===== config.mk =====
export PLATFORM = sky130hd
export DESIGN_NAME = scalar_writeback_scheduler_flat
export DESIGN_NICKNAME = d
export VERILOG_FILES = /design/src/rtl/scalar_writeback_scheduler_pkg.sv /design/src/rtl/scalar_writeback_scheduler_if.sv /design/src/rtl/scalar_writeback_scheduler_arbiter.sv /design/src/rtl/scalar_writeback_scheduler.sv /design/src/flat_wrapper.sv
export SDC_FILE = /design/constraint.sdc
export NUM_CORES = 1
export LEC_CHECK = 0
export CELL_PAD_IN_SITES_DETAIL_PLACEMENT = 0
export CELL_PAD_IN_SITES_GLOBAL_PLACEMENT = 1
export CORE_UTILIZATION = 26
export CTS_BUF_LIST = sky130_fd_sc_hd__clkbuf_2 sky130_fd_sc_hd__clkbuf_4 sky130_fd_sc_hd__clkbuf_8
export DETAILED_ROUTE_END_ITERATION = 10
export GPL_TIMING_DRIVEN = 0
export PLACE_DENSITY_LB_ADDON = 0.1
export REMOVE_ABC_BUFFERS = 1
export SYNTH_ARGS = -nofsm -noshare
export SYNTH_HDL_FRONTEND = slang
export SYNTH_HIERARCHICAL = 1
export SYNTH_SLANG_ARGS = --single-unit
export TNS_END_PERCENT = 1

===== constraint.sdc =====
create_clock -name clk -period 1.7 [get_ports clk]
set_input_delay 0.34 -clock clk [delete_from_list [all_inputs] [get_ports clk]]
set_output_delay 0.34 -clock clk [all_outputs]
set_load 0.02 [all_outputs]

===== src/rtl/scalar_writeback_scheduler_pkg.sv =====
// Shared definitions for the scalar write-back scheduler slice.
package scalar_wb_pkg;

    // Write-back requester indices; the value doubles as the bit position in request/grant vectors.
    typedef enum logic {
        REQ_ALU = 1'b0,
        REQ_MEM = 1'b1
    } wbReq_t;

    localparam int NUM_WB_REQ = 2;

endpackage


===== src/rtl/scalar_writeback_scheduler_if.sv =====
// Write-back requests, issue hazard query and register-file write port of the scheduler.
interface scalar_writeback_scheduler_if #(
    parameter int registerSize     = 16,
    parameter int registerQuantity = 4,
    parameter int selectionBits    = 2
);
    logic                        aluWbValid;
    logic [selectionBits-1:0]    aluWbReg;
    logic [registerSize-1:0]     aluWbData;
    logic                        aluWbReady;
    logic                        memWbValid;
    logic [selectionBits-1:0]    memWbReg;
    logic [registerSize-1:0]     memWbData;
    logic                        memWbReady;
    logic                        issueValid;
    logic                        issueHasDst;
    logic [selectionBits-1:0]    issueDst;
    logic                        issueUse1;
    logic                        issueUse2;
    logic [selectionBits-1:0]    rSel1;
    logic [selectionBits-1:0]    rSel2;
    logic                        issueStall;
    logic                        regWrEn;
    logic [selectionBits-1:0]    regToWrite;
    logic [registerSize-1:0]     dataIn;
    logic [registerQuantity-1:0] pending;
    logic                        wbError;

    // Scheduler side.
    modport slave (
        input  aluWbValid, aluWbReg, aluWbData,
        input  memWbValid, memWbReg, memWbData,
        input  issueValid, issueHasDst, issueDst, issueUse1, issueUse2, rSel1, rSel2,
        output aluWbReady, memWbReady, issueStall,
        output regWrEn, regToWrite, dataIn, pending, wbError
    );

    // Requester / decode / register-file side.
    modport master (
        output aluWbValid, aluWbReg, aluWbData,
        output memWbValid, memWbReg, memWbData,
        output issueValid, issueHasDst, issueDst, issueUse1, issueUse2, rSel1, rSel2,
        input  aluWbReady, memWbReady, issueStall,
        input  regWrEn, regToWrite, dataIn, pending, wbError
    );
endinterface


===== src/rtl/scalar_writeback_scheduler_arbiter.sv =====
// Two-input round-robin arbiter: a lone request wins, a conflict goes to the requester not granted last.
module round_robin_arbiter2
    import scalar_wb_pkg::*;
(
    input  logic                  clk,
    input  logic                  reset,
    input  logic [NUM_WB_REQ-1:0] req,
    input  logic                  updateEn,
    output logic [NUM_WB_REQ-1:0] grant
);
    wbReq_t lastGrant;

    // Grant selection from current requests and the last winner.
    always_comb begin
        grant = '0;
        if (req[REQ_ALU] && req[REQ_MEM]) begin
            if (lastGrant == REQ_MEM) grant[REQ_ALU] = 1'b1;
            else                      grant[REQ_MEM] = 1'b1;
        end else begin
            grant = req;
        end
    end

    // Remember the winner; reset favours the ALU on the first conflict.
    always_ff @(posedge clk) begin
        if (reset) begin
            lastGrant <= REQ_MEM;
        end else if (updateEn && (|grant)) begin
            lastGrant <= grant[REQ_MEM] ? REQ_MEM : REQ_ALU;
        end
    end
endmodule


===== src/rtl/scalar_writeback_scheduler.sv =====
// Shares the scalar register-file write port between ALU and load write-back and tracks pending registers.
module scalar_writeback_scheduler
    import scalar_wb_pkg::*;
#(
    parameter int registerSize     = 16,
    parameter int registerQuantity = 4,
    parameter int selectionBits    = 2
) (
    input logic                    clk,
    input logic                    reset,
    scalar_writeback_scheduler_if.slave wb
);
    logic [NUM_WB_REQ-1:0]       req;
    logic [NUM_WB_REQ-1:0]       grant;
    logic                        regWrEn;
    logic [selectionBits-1:0]    regToWrite;
    logic [registerSize-1:0]     dataIn;
    logic [registerQuantity-1:0] pending;
    logic [registerQuantity-1:0] pendingNext;
    logic                        wbError;
    logic                        clearOfIdle;
    logic                        issueStall;
    logic                        setEn;

    assign req[REQ_ALU] = wb.aluWbValid;
    assign req[REQ_MEM] = wb.memWbValid;

    round_robin_arbiter2 arbiter (
        .clk      (clk),
        .reset    (reset),
        .req      (req),
        .updateEn (1'b1),
        .grant    (grant)
    );

    assign wb.aluWbReady = grant[REQ_ALU];
    assign wb.memWbReady = grant[REQ_MEM];
    assign wb.issueStall = issueStall;
    assign wb.regWrEn    = regWrEn;
    assign wb.regToWrite = regToWrite;
    assign wb.dataIn     = dataIn;
    assign wb.pending    = pending;
    assign wb.wbError    = wbError;

    // Hazard check: no bypass, a register on the write port this cycle still counts as pending.
    always_comb begin
        issueStall = wb.issueValid &&
                     ((wb.issueUse1   && pending[wb.rSel1]) ||
                      (wb.issueUse2   && pending[wb.rSel2]) ||
                      (wb.issueHasDst && pending[wb.issueDst]));
        setEn = wb.issueValid && wb.issueHasDst && !issueStall;
    end

    // Scoreboard next state: commit clears, issue sets; a set on the same index overrides the clear.
    always_comb begin
        pendingNext = pending;
        clearOfIdle = 1'b0;
        if (regWrEn) begin
            clearOfIdle             = !pending[regToWrite];
            pendingNext[regToWrite] = 1'b0;
        end
        if (setEn) begin
            pendingNext[wb.issueDst] = 1'b1;
        end
    end

    // Write stage: register the granted write for exactly one cycle, hold index/data otherwise.
    always_ff @(posedge clk) begin
        if (reset) begin
            regWrEn    <= 1'b0;
            regToWrite <= '0;
            dataIn     <= '0;
        end else begin
            regWrEn <= |grant;
            if (grant[REQ_ALU]) begin
                regToWrite <= wb.aluWbReg;
                dataIn     <= wb.aluWbData;
            end else if (grant[REQ_MEM]) begin
                regToWrite <= wb.memWbReg;
                dataIn     <= wb.memWbData;
            end
        end
    end

    // Scoreboard and sticky error for write-back to a register nobody was waiting on.
    always_ff @(posedge clk) begin
        if (reset) begin
            pending <= '0;
            wbError <= 1'b0;
        end else begin
            pending <= pendingNext;
            if (clearOfIdle) wbError <= 1'b1;
        end
    end
endmodule

===== src/flat_wrapper.sv =====
// flat-port wrapper written by rule: the top's interface ports become plain ports
module scalar_writeback_scheduler_flat import scalar_wb_pkg::*;
#(
    parameter int registerSize     = 16,
    parameter int registerQuantity = 4,
    parameter int selectionBits    = 2
)
  (clk, reset, wb_aluWbValid, wb_aluWbReg, wb_aluWbData, wb_memWbValid, wb_memWbReg, wb_memWbData, wb_issueValid, wb_issueHasDst, wb_issueDst, wb_issueUse1, wb_issueUse2, wb_rSel1, wb_rSel2, wb_aluWbReady, wb_memWbReady, wb_issueStall, wb_regWrEn, wb_regToWrite, wb_dataIn, wb_pending, wb_wbError);
  scalar_writeback_scheduler_if #(.registerSize(registerSize), .registerQuantity(registerQuantity), .selectionBits(selectionBits)) wb_i ();
  input logic clk;
  input logic reset;
  input wire logic [$bits(wb_i.aluWbValid)-1:0] wb_aluWbValid;
  input wire logic [$bits(wb_i.aluWbReg)-1:0] wb_aluWbReg;
  input wire logic [$bits(wb_i.aluWbData)-1:0] wb_aluWbData;
  input wire logic [$bits(wb_i.memWbValid)-1:0] wb_memWbValid;
  input wire logic [$bits(wb_i.memWbReg)-1:0] wb_memWbReg;
  input wire logic [$bits(wb_i.memWbData)-1:0] wb_memWbData;
  input wire logic [$bits(wb_i.issueValid)-1:0] wb_issueValid;
  input wire logic [$bits(wb_i.issueHasDst)-1:0] wb_issueHasDst;
  input wire logic [$bits(wb_i.issueDst)-1:0] wb_issueDst;
  input wire logic [$bits(wb_i.issueUse1)-1:0] wb_issueUse1;
  input wire logic [$bits(wb_i.issueUse2)-1:0] wb_issueUse2;
  input wire logic [$bits(wb_i.rSel1)-1:0] wb_rSel1;
  input wire logic [$bits(wb_i.rSel2)-1:0] wb_rSel2;
  output wire logic [$bits(wb_i.aluWbReady)-1:0] wb_aluWbReady;
  output wire logic [$bits(wb_i.memWbReady)-1:0] wb_memWbReady;
  output wire logic [$bits(wb_i.issueStall)-1:0] wb_issueStall;
  output wire logic [$bits(wb_i.regWrEn)-1:0] wb_regWrEn;
  output wire logic [$bits(wb_i.regToWrite)-1:0] wb_regToWrite;
  output wire logic [$bits(wb_i.dataIn)-1:0] wb_dataIn;
  output wire logic [$bits(wb_i.pending)-1:0] wb_pending;
  output wire logic [$bits(wb_i.wbError)-1:0] wb_wbError;
  assign wb_i.aluWbValid = wb_aluWbValid;
  assign wb_i.aluWbReg = wb_aluWbReg;
  assign wb_i.aluWbData = wb_aluWbData;
  assign wb_i.memWbValid = wb_memWbValid;
  assign wb_i.memWbReg = wb_memWbReg;
  assign wb_i.memWbData = wb_memWbData;
  assign wb_i.issueValid = wb_issueValid;
  assign wb_i.issueHasDst = wb_issueHasDst;
  assign wb_i.issueDst = wb_issueDst;
  assign wb_i.issueUse1 = wb_issueUse1;
  assign wb_i.issueUse2 = wb_issueUse2;
  assign wb_i.rSel1 = wb_rSel1;
  assign wb_i.rSel2 = wb_rSel2;
  assign wb_aluWbReady = wb_i.aluWbReady;
  assign wb_memWbReady = wb_i.memWbReady;
  assign wb_issueStall = wb_i.issueStall;
  assign wb_regWrEn = wb_i.regWrEn;
  assign wb_regToWrite = wb_i.regToWrite;
  assign wb_dataIn = wb_i.dataIn;
  assign wb_pending = wb_i.pending;
  assign wb_wbError = wb_i.wbError;
  scalar_writeback_scheduler #(.registerSize(registerSize), .registerQuantity(registerQuantity), .selectionBits(selectionBits)) u_core (.clk(clk), .reset(reset), .wb(wb_i));
endmodule

== Word-level counts from Yosys, hierarchy flattened ==
Index checks and enable logic that the tools add are counted.

* Order comparisons: 6
* Multiplexer cells: 23
* Bitwise logic cells: 3
* Reduce and logical (&&, ||, !) cells: 15

{| class="wikitable"
|+ Operators by type and width
! kind !! count
|-
| 16-bit 2-to-1 mux || 2
|-
| 2-bit by 3-bit < comparator with 1-bit output, second input constant || 4
|-
| 1-bit 2-to-1 mux || 10
|-
| 1-bit logical AND || 9
|-
| 1-bit binary-select mux with 2-bit select || 4
|-
| 4-bit 2-to-1 mux || 2
|-
| 2-bit 2-to-1 mux || 3
|-
| 4-bit bitwise AND || 1
|-
| 1-bit demux with 2-bit select || 2
|-
| 2-bit by 1-bit >= comparator with 1-bit output, second input constant || 2
|-
| 4-bit NOT || 1
|-
| 4-bit bitwise OR || 1
|-
| 1-bit zero test || 2
|-
| 1-bit logical OR || 2
|-
| 2-bit nonzero test || 1
|-
| 2-bit OR reduction || 1
|}

* Flip-flop bits (word level): 25
* Input port bits: 50
* Output and inout port bits: 27
* Logic and storage cells: 53

== Depth between registers and ports, before layout ==
Gate-level depths: netlist (run 1).

* Word-level depth: 9
* Depth in mapped cells: 7
* Mapped depth without buffers: 5

== Modules after synthesis ==
Netlist (run 1), hierarchy kept.

{| class="wikitable"
|+ Modules (own cells, without submodules)
! module !! instances !! cells an instance !! area each (um^2) !! sequential area each (um^2)
|-
| scalar_writeback_scheduler || 1 || 142 || 1216.2 || 480.5
|-
| round_robin_arbiter2 || 1 || 7 || 61.3 || 20.0
|}

== Worst setup path before layout (run 1) ==
No wires, ideal clock.

* Kind: input port to flip-flop
* Start: in wb_memWbValid
* End: reg u_core.regToWrite[0] (netlist: u_core/wb.regToWrite[0])
* Library setup time: 0.128 ns
* Arrival time: 1.816 ns
* Required time: 1.572 ns
* Slack: -0.243 ns
* Stages on the path: 7
* Buffers on the path: 2
* Cells stage by stage: a21boi_0 buf_4 buf_4 mux2i_1 nor2_1 a21oi_1 nor2_1

* Cells in the longest elaborated chain, start to end: 3

{| class="wikitable"
|+ RTL lines
! element !! line !! source
|-
| start: declaration || flat_wrapper.sv:15 || <nowiki>input wire logic [$bits(wb_i.memWbValid)-1:0] wb_memWbValid;</nowiki>
|-
| 1-bit logical AND || scalar_writeback_scheduler_arbiter.sv:16 || <nowiki>if (req[REQ_ALU] && req[REQ_MEM]) begin</nowiki>
|-
| 2-bit 2-to-1 mux (*) || scalar_writeback_scheduler_arbiter.sv:16 ||
|-
| 2-bit 2-to-1 mux / 2-bit nonzero test (equally long branches) || -- ||
|-
| end signal: assignment || scalar_writeback_scheduler.sv:76 || <nowiki>regToWrite <= wb.aluWbReg;</nowiki>
|-
| end signal: assignment || scalar_writeback_scheduler.sv:79 || <nowiki>regToWrite <= wb.memWbReg;</nowiki>
|-
| end: declaration || scalar_writeback_scheduler.sv:16 || <nowiki>logic [selectionBits-1:0] regToWrite;</nowiki>
|}

Every way passes the cells marked *; elsewhere a longest branch is shown, timed or not.
A chain may end at the register's enable or synchronous reset.

== Final worst setup path (run 1) ==
* Start: in wb_rSel2[1]
* End: out wb_issueStall

* Cells in the longest elaborated chain, start to end: 6

{| class="wikitable"
|+ RTL lines
! element !! line !! source
|-
| start: declaration || flat_wrapper.sv:24 || <nowiki>input wire logic [$bits(wb_i.rSel2)-1:0] wb_rSel2;</nowiki>
|-
| 1-bit binary-select mux with 2-bit select || scalar_writeback_scheduler.sv:49 || <nowiki>(wb.issueUse2 && pending[wb.rSel2]) ||</nowiki>
|-
| 1-bit 2-to-1 mux (implied by the code) || scalar_writeback_scheduler.sv:49 ||
|-
| 1-bit logical AND || scalar_writeback_scheduler.sv:49 ||
|-
| 1-bit logical OR || scalar_writeback_scheduler.sv:48 || <nowiki>((wb.issueUse1 && pending[wb.rSel1]) ||</nowiki>
|-
| 1-bit logical OR || scalar_writeback_scheduler.sv:49 ||
|-
| 1-bit logical AND || scalar_writeback_scheduler.sv:47 || <nowiki>issueStall = wb.issueValid &&</nowiki>
|-
| end: declaration || flat_wrapper.sv:27 || <nowiki>output wire logic [$bits(wb_i.issueStall)-1:0] wb_issueStall;</nowiki>
|}

No other way between the ends. The select of a mux whose other input is x is not followed.

==> summary.txt, run 1 <==
Routing
  – Vias per std cell: 4.66
  – WL met3: 251 µm
  – Via count: 1,378
  – DR DRC count: 0
  – Detail Route Antenna Nets: 0
  – Met1 WL: 1740 µm
  – WL per Instance: 13.6 µm
  – TritonRoute pass-1 iters: 6
  – Routed length on met2: 2020 µm
  – DR top layer: met4
  – Iteration-0 DRC Markers: 65
  – Routed WL: 4040 µm

Critical path
  – Setup slack, reg-to-reg: 0.18 ns
  – FF-to-FF Start: u_core/wb.pending[3]
  – Delay-heaviest family, CP: compound AO/OA/AOI/OAI gates
  – Worst r2r dst: u_core/wb.pending[3]
  – Largest fanout on the critical path: 2
  – Worst Path Required: 1.36 ns
  – CP cell instances: dlygate4sd2_1 > mux2i_1 > o22ai_2 > o31a_2 > buf_6
  – Slowest stage delay, CP: 0.36 ns
  – FF-to-FF path depth: 6
  – CP max stage cell: o31a_2
  – Worst Setup End Kind: output port
  – CP arrival: 1.44 ns
  – Crit start category: input port
  – Sum of buffers and inverters on the critical path: 2
  – WS Path Type: input port to output port

Global route
  – Pin count of the biggest net entering global routing: 23
  – Initial antenna violation count: 0
  – First-pass GRT wire length: 6330 µm
  – GRT Total Usage: 15.6%
  – Vias in the first global route: 1,367
  – Total gr overflow: 0

Placement
  – GPL Wtd Cong: 0.750
  – Area after DPL: 2120 µm²
  – Placed instance count: 286
  – # port buffers: 76
  – HPWL Detailed: 2600 µm

Status
  – Outcome: finished with violations
  – Failing checks: setup timing

Flow run
  – Max Cap Viol: 0

Timing
  – Slew Limit Headroom: 59.5%
  – RSZ-0062 raised after global routing: true
  – Post-route clock period utilization: 105%
  – Hold slack: 0.451 ns
  – Worst setup margin: -0.0825 ns
  – Clock skew: 0.00958 ns
  – Period minus WS final: 1.78 ns
  – Worst Tran Pin Value: 0.606 ns
  – Fin. Hold Viols: 0
  – Final setup vio count: 1
  – Max Clk Rate: 561 MHz
  – Slew Viols, Final: 0

Pwr
  – Max VDD drop: 0.292 mV
  – Leakage Power: 0.000966 µW
  – Cell Pwr Density: 645 nW/µm²

Logic synthesis
  – Cells after Synth: 149
  – FF+latch count, synth: 25
  – Distinct cells, synth: 26
  – Post-synth EDFFs: 0
  – Yosys warns: 6
  – FFs w/ async S/R, synth: 0%
  – Primary FF master, synth: dfxtp_1
  – Register area share after synthesis: 39.2%
  – Mean Syn Cell Area: 8.57 µm²
  – Post-Syn Area: 1280 µm²

Finish
  – Fin cells: 296
  – Fraction of layout cells with a size suffix above 1: 16.6%
  – # diodes: 0
  – Nets@finish: 280
  – Final instance area: 2300 µm²
  – Area growth syn-to-layout: 79.7%
  – Leading cell type in the layout, fill and taps excluded: clkdlybuf4s50_1
  – Leading cell types in the layout, fill and taps excluded: 54 x clkdlybuf4s50_1, 40 x nor2_1, 20 x mux2i_1, 20 x a21oi_1, 20 x dfxtp_1
  – Post-Route Utilization: 48.6%

CTS
  – Max Root-Sink Buffers: 2
  – Cts hold-fix bufs: 0
  – Num Clock Sinks: 25
  – H-tree Lvls: 1
  – Root Buffer: clkbuf_8
  – Clk pin slew, worst setup/hold paths: 0.10 ns
  – Clk_lat worst skew: 0.27 ns
  – CTS tree: done
  – Num CTS Buffers: 3

Die
  – Die Width: 72.1 µm
  – IO Count: 77
  – Core outline area: 4720 µm²
  – Cell Rows: 25
  – Die area: 5200 µm²
  – Die height: 72.1 µm
  – Initial Util: 27.0%

Min path
  – Worst Hold Depth: 2
  – Hold Path Class: input port to flop
  – Worst Hold End: u_core/wb.pending[3]
  – Hold Path Origin: wb_issueDst[1]
## cell families after synthesis
family / count (synthesis) / share of synthesized area [%]
other cells: 1 / 0.294
compound gates: 31 / 15.7
buf+inv: 11 / 3.92
mux: 25 / 20.6
flops: 25 / 39.2
simple gates: 56 / 20.4
## worst max path at each step
| stage | startpoint | to | slack [ns] | cells past startpoint |
|---|---|---|---|---|
| after floorplan | wb_memWbValid | u_core/wb.regToWrite[0] | -1.82 | 5 |
| after global placement | wb_aluWbValid | wb_aluWbReady | -3.41 | 3 |
| after detailed placement | wb_memWbValid | wb_memWbReady | -1.17 | 4 |
| after CTS | wb_rSel1[1] | wb_issueStall | -0.17 | 5 |
| after global routing | u_core/wb.pending[3] | wb_issueStall | -0.12 | 4 |
| final | wb_rSel2[1] | wb_issueStall | -0.08 | 5 |
## cell type report
class,instances,area (µm²)
fill,441,2430
multi-input combinational,115,831
timing repair buffer,82,812
sequential,25,509
tap,67,83.8
clock buffer,3,41.3
inverter,3,11.3
clock inverter,1,7.51
## per-stage QoR
step | setup WS, ns | total power [µW] | TNS (ns)
after floorplan | -1.82 | 867 | -36.85
after global placement | -3.41 | 1100 | -62.87
after detailed placement | -1.17 | 1110 | -18.50
after CTS | -0.165 | 1500 | -0.165
after global routing | -0.117 | 1570 | -0.117
final | -0.0825 | 1480 | -0.0825
## metal layers
metal	vias to the layer above	GRT usage, %
met4	0	5.23
met3	2	2.92
met5	-	0
met1	650	19.3
li1	677	-
met2	49	27.1
## Yosys cell counts (2+ instances only)
cell type | instances | area (µm²)
nor2_1 | 40 | 150
dfxtp_1 | 25 | 500
mux2i_1 | 24 | 240
a21oi_1 | 20 | 100
a32o_1 | 3 | 30.0
buf_1 | 3 | 11.3
inv_1 | 3 | 11.3
nand2_1 | 3 | 11.3
nand2b_1 | 3 | 18.8
a21boi_0 | 2 | 15.0
and3_1 | 2 | 12.5
buf_4 | 2 | 15.0
clkbuf_1 | 2 | 7.51
nand3_1 | 2 | 10.0
nand3b_1 | 2 | 15.0
nor2b_1 | 2 | 12.5
o22ai_1 | 2 | 12.5
## worst reg2reg max path, stage by stage, from the launching register on
cell,delay (ns)
dfxtp_4,0.38
mux2i_1,0.18
o22ai_2,0.11
buf_4,0.13
buf_4,0.13
nor4_4,0.35
a31o_1,0.19
## where the power goes
part	switching (µW)	internal [µW]	leakage (µW)	total, µW
sequential	34.0	626	0.000208	660
combinational	207	252	0.000736	459
clock	197	166	0.0000217	363
total	437	1040	0.000966	1480
## flip-flops by register name, indices dropped and copies added (netlist names)
name / cells
u_core/arbiter/lastGrant: 1
u_core/wb.dataIn: 16
u_core/wb.pending: 4
u_core/wb.regToWrite: 2
u_core/wb.regWrEn: 1
u_core/wb.wbError: 1
## repair_timing
item                       4_1_cts  5_1_grt
gates resized for setup         31       25
buffers inserted                 4        1
pin swaps                        2        5
setup endpoints to repair       32       27
gates cloned                     1        0
No activity file was read; power rests on OpenSTA's default activity.
==> inputs of run 2 (changes only) <==
Settings changed: CORE_UTILIZATION 26 to 24, GPL_ROUTABILITY_DRIVEN from default to 0.
Clock period 1.7 ns to 1.5 ns, I/O delays scaled along.
==> run 2 against run 1 <==
Effect of this change:
- the run still ends with setup timing left
- sequential power is 13% higher
- sequential share of layout area is 0.70 points higher
- final area is 2.1% lower
- die area is 8.1% higher
- clock power is 13% higher
- register-to-register slack worse by 0.09 ns
- via count is 1.2% lower
- critical path depth stayed put
- first-iteration DRC count is 45% lower
- count of clock-buffer cells in the layout stayed put
- worst setup slack worse by 0.12 ns
- critical path type unchanged
==> summary.txt, run 2 (same netlist as run 1, synthesis figures left out) <==
Finish
  – Fin cells: 299 (was 296)
  – Top reg by flops: u_core/wb.dataIn (unchanged)
  – Leading cell type in the layout, fill and taps excluded: nor2_1 (was clkdlybuf4s50_1)
  – Max reg flops: 16 (unchanged)
  – Area of the multi-input gates: 822 µm² (was 831 µm²)
  – FF/Latch Area: 514 µm² (was 509 µm²)
  – Fraction of layout cells with a size suffix above 1: 14.8% (was 16.6%)
  – Top Registers: u_core/wb.dataIn (16), u_core/wb.pending (4), u_core/wb.regToWrite (2) (unchanged)
  – Post-Route Utilization: 44.0% (was 48.6%)
  – Fillers: 525 (was 441)
  – Nets@finish: 280 (unchanged)
  – Area growth syn-to-layout: 75.9% (was 79.7%)
  – # diodes: 0 (unchanged)
  – Leading cell types in the layout, fill and taps excluded: 40 x nor2_1, 37 x clkdlybuf4s50_1, 33 x dlygate4sd2_1 (was 54 x clkdlybuf4s50_1, 40 x nor2_1, 20 x mux2i_1, 20 x a21oi_1, 20 x dfxtp_1)

Critical path
  – FF-to-FF Start: u_core/arbiter/lastGrant (was u_core/wb.pending[3])
  – FF-to-FF path depth: 5 (was 6)
  – Largest fanout on the critical path: 2 (unchanged)
  – CP cell instances: dlygate4sd2_1 > mux2i_1 > o22ai_2 > o31a_2 > buf_6 (unchanged)
  – CP arrival: 1.40 ns (was 1.44 ns)
  – Setup crit start: wb_rSel2[1] (unchanged)
  – Critical path destination: wb_issueStall (unchanged)
  – Setup slack, reg-to-reg: 0.09 ns (was 0.18 ns)
  – Worst r2r dst: u_core/wb.dataIn[4] (was u_core/wb.pending[3])
  – WS Path Type: input port to output port (unchanged)
  – Crit start category: input port (unchanged)
  – Delay-heaviest family, CP: compound AO/OA/AOI/OAI gates (unchanged)
  – Slowest stage delay, CP: 0.35 ns (was 0.36 ns)
  – CP max stage cell: o31a_2 (unchanged)
  – Worst Setup End Kind: output port (unchanged)
  – Worst Path Required: 1.20 ns (was 1.36 ns)
  – Critical Path Stages: 5 (unchanged)
  – Sum of buffers and inverters on the critical path: 2 (unchanged)

Status
  – Outcome: finished with violations (unchanged)
  – Failing checks: setup timing (unchanged)

Global route
  – Initial antenna violation count: 0 (unchanged)
  – Total gr overflow: 0 (unchanged)
  – GRT Total Usage: 14.3% (was 15.6%)
  – Vias in the first global route: 1,352 (was 1,367)
  – First-pass GRT wire length: 6110 µm (was 6330 µm)
  – Pin count of the biggest net entering global routing: 23 (unchanged)

Placement
  – Placed instance count: 288 (was 286)
  – HPWL Detailed: 2590 µm (was 2600 µm)
  – DP Worst Slack: -1.21 ns (was -1.17 ns)
  – # port buffers: 76 (unchanged)

Pwr
  – Leakage Power: 0.00100 µW (was 0.000966 µW)
  – Cell Pwr Density: 730 nW/µm² (was 645 nW/µm²)
  – Max VDD drop: 0.320 mV (was 0.292 mV)

CTS
  – Num CTS Buffers: 3 (unchanged)
  – Num Clock Sinks: 25 (unchanged)
  – Clk_lat worst skew: 0.27 ns (about the same)
  – CTS tree: done (unchanged)
  – Clk pin slew, worst setup/hold paths: 0.09 ns (was 0.10 ns)
  – H-tree Lvls: 1 (unchanged)
  – Root Buffer: clkbuf_8 (unchanged)
  – Max Root-Sink Buffers: 2 (unchanged)

Timing
  – RSZ-0062 raised after global routing: true (unchanged)
  – Worst Tran Pin Value: 0.854 ns (was 0.606 ns)
  – Hold slack: 0.459 ns (was 0.451 ns)
  – Slew Limit Headroom: 43.1% (was 59.5%)
  – Post-route clock period utilization: 114%
  – Slew Viols, Final: 0 (unchanged)
  – Fin. Hold Viols: 0 (unchanged)
  – Clock skew: 0.00941 ns (was 0.00958 ns)
  – Final setup vio count: 5 (was 1)
  – Max Clk Rate: 587 MHz
  – Worst setup margin: -0.203 ns (was -0.0825 ns)
  – Period minus WS final: 1.70 ns

Routing
  – Iteration-0 DRC Markers: 36 (was 65)
  – DR DRC count: 0 (unchanged)
  – Vias per std cell: 4.55 (was 4.66)
  – Detail Route Antenna Nets: 0 (unchanged)
  – WL per Instance: 13.3 µm (was 13.6 µm)
  – TritonRoute pass-1 iters: 4 (was 6)
  – Routed WL: 3990 µm (was 4040 µm)
  – Via count: 1,361 (was 1,378)

Die
  – Die area: 5620 µm² (was 5200 µm²)
  – Die Width: 75.0 µm (was 72.1 µm)
  – Core outline area: 5110 µm² (was 4720 µm²)
  – IO Count: 77 (unchanged)
  – Cell Rows: 26 (was 25)
  – Initial Util: 25.0% (was 27.0%)
  – Die height: 75.0 µm (was 72.1 µm)

Min path
  – Hold Path Class: input port to flop (unchanged)

Flow run
  – Max Cap Viol: 0 (unchanged)
-- run 2: per-layer routing --
layer  vias to the layer above  track usage [%]  wire [µm]
met4                         0             3.77         16
met5                         -                0          0
met1                       641             16.8       1660
met2                        38             26.6       2100
li1                        680                -          -
met3                         2             2.68        211
-- run 2: worst min-delay path by stage --
stage                      start              endpoint  slack (ns)  depth (start not counted)
2_1_floorplan              reset   u_core/wb.dataIn[0]        0.37                          1
6_report          wb_issueDst[1]  u_core/wb.pending[3]        0.46                          2
5_1_grt           wb_issueDst[1]  u_core/wb.pending[3]        0.46                          2
3_3_place_gp   u_core/wb.wbError     u_core/wb.wbError        0.46                          2
3_5_place_dp   u_core/wb.wbError     u_core/wb.wbError        0.47                          2
4_1_cts           wb_issueDst[1]  u_core/wb.pending[3]        0.45                          2
-- run 2: area by class of cell --
type / count / share of cell area, %
multi-input combinational: 116 / 36.6
timing repair buffer: 81 / 34.0
sequential: 25 / 22.9
tap: 70 / 3.90
clock buffer: 3 / 1.84
inverter: 3 / 0.501
clock inverter: 1 / 0.334
-- run 2: worst register-to-register path, stage by stage (launching register included) --
cell and delay, ns:
dfxtp_4 0.38, a21boi_4 0.42, mux2i_1 0.24, nor2_1 0.05, a21oi_1 0.12, nor2_1 0.06
-- run 2: per-stage QoR --
stage               power, µW  TNS [ns]  instance area, µm²
finish                   1640    -0.575                2250
global route             1740     -1.59                2250
CTS                      1670    -0.823                2210
detailed placement       1260    -21.34                2110
global placement         1250    -68.90                2090
floorplan                 982    -40.21                1240
-- run 2: where the power goes --
group          internal (µW)  total (µW)  leakage (µW)  switching, µW
logic                    256         488      0.000769            232
clock network            188         410     0.0000217            222
registers                707         743      0.000209           35.5
total                   1150        1640       0.00100            489
-- run 2: timing repair --
action,4_1_cts,5_1_grt
buffers inserted,3,2
pin swaps,3,5
hold buffers,0,0
setup endpoints to repair,50,17
hold endpoints to repair,0,0
gates resized for setup,62,9
gates cloned,2,0
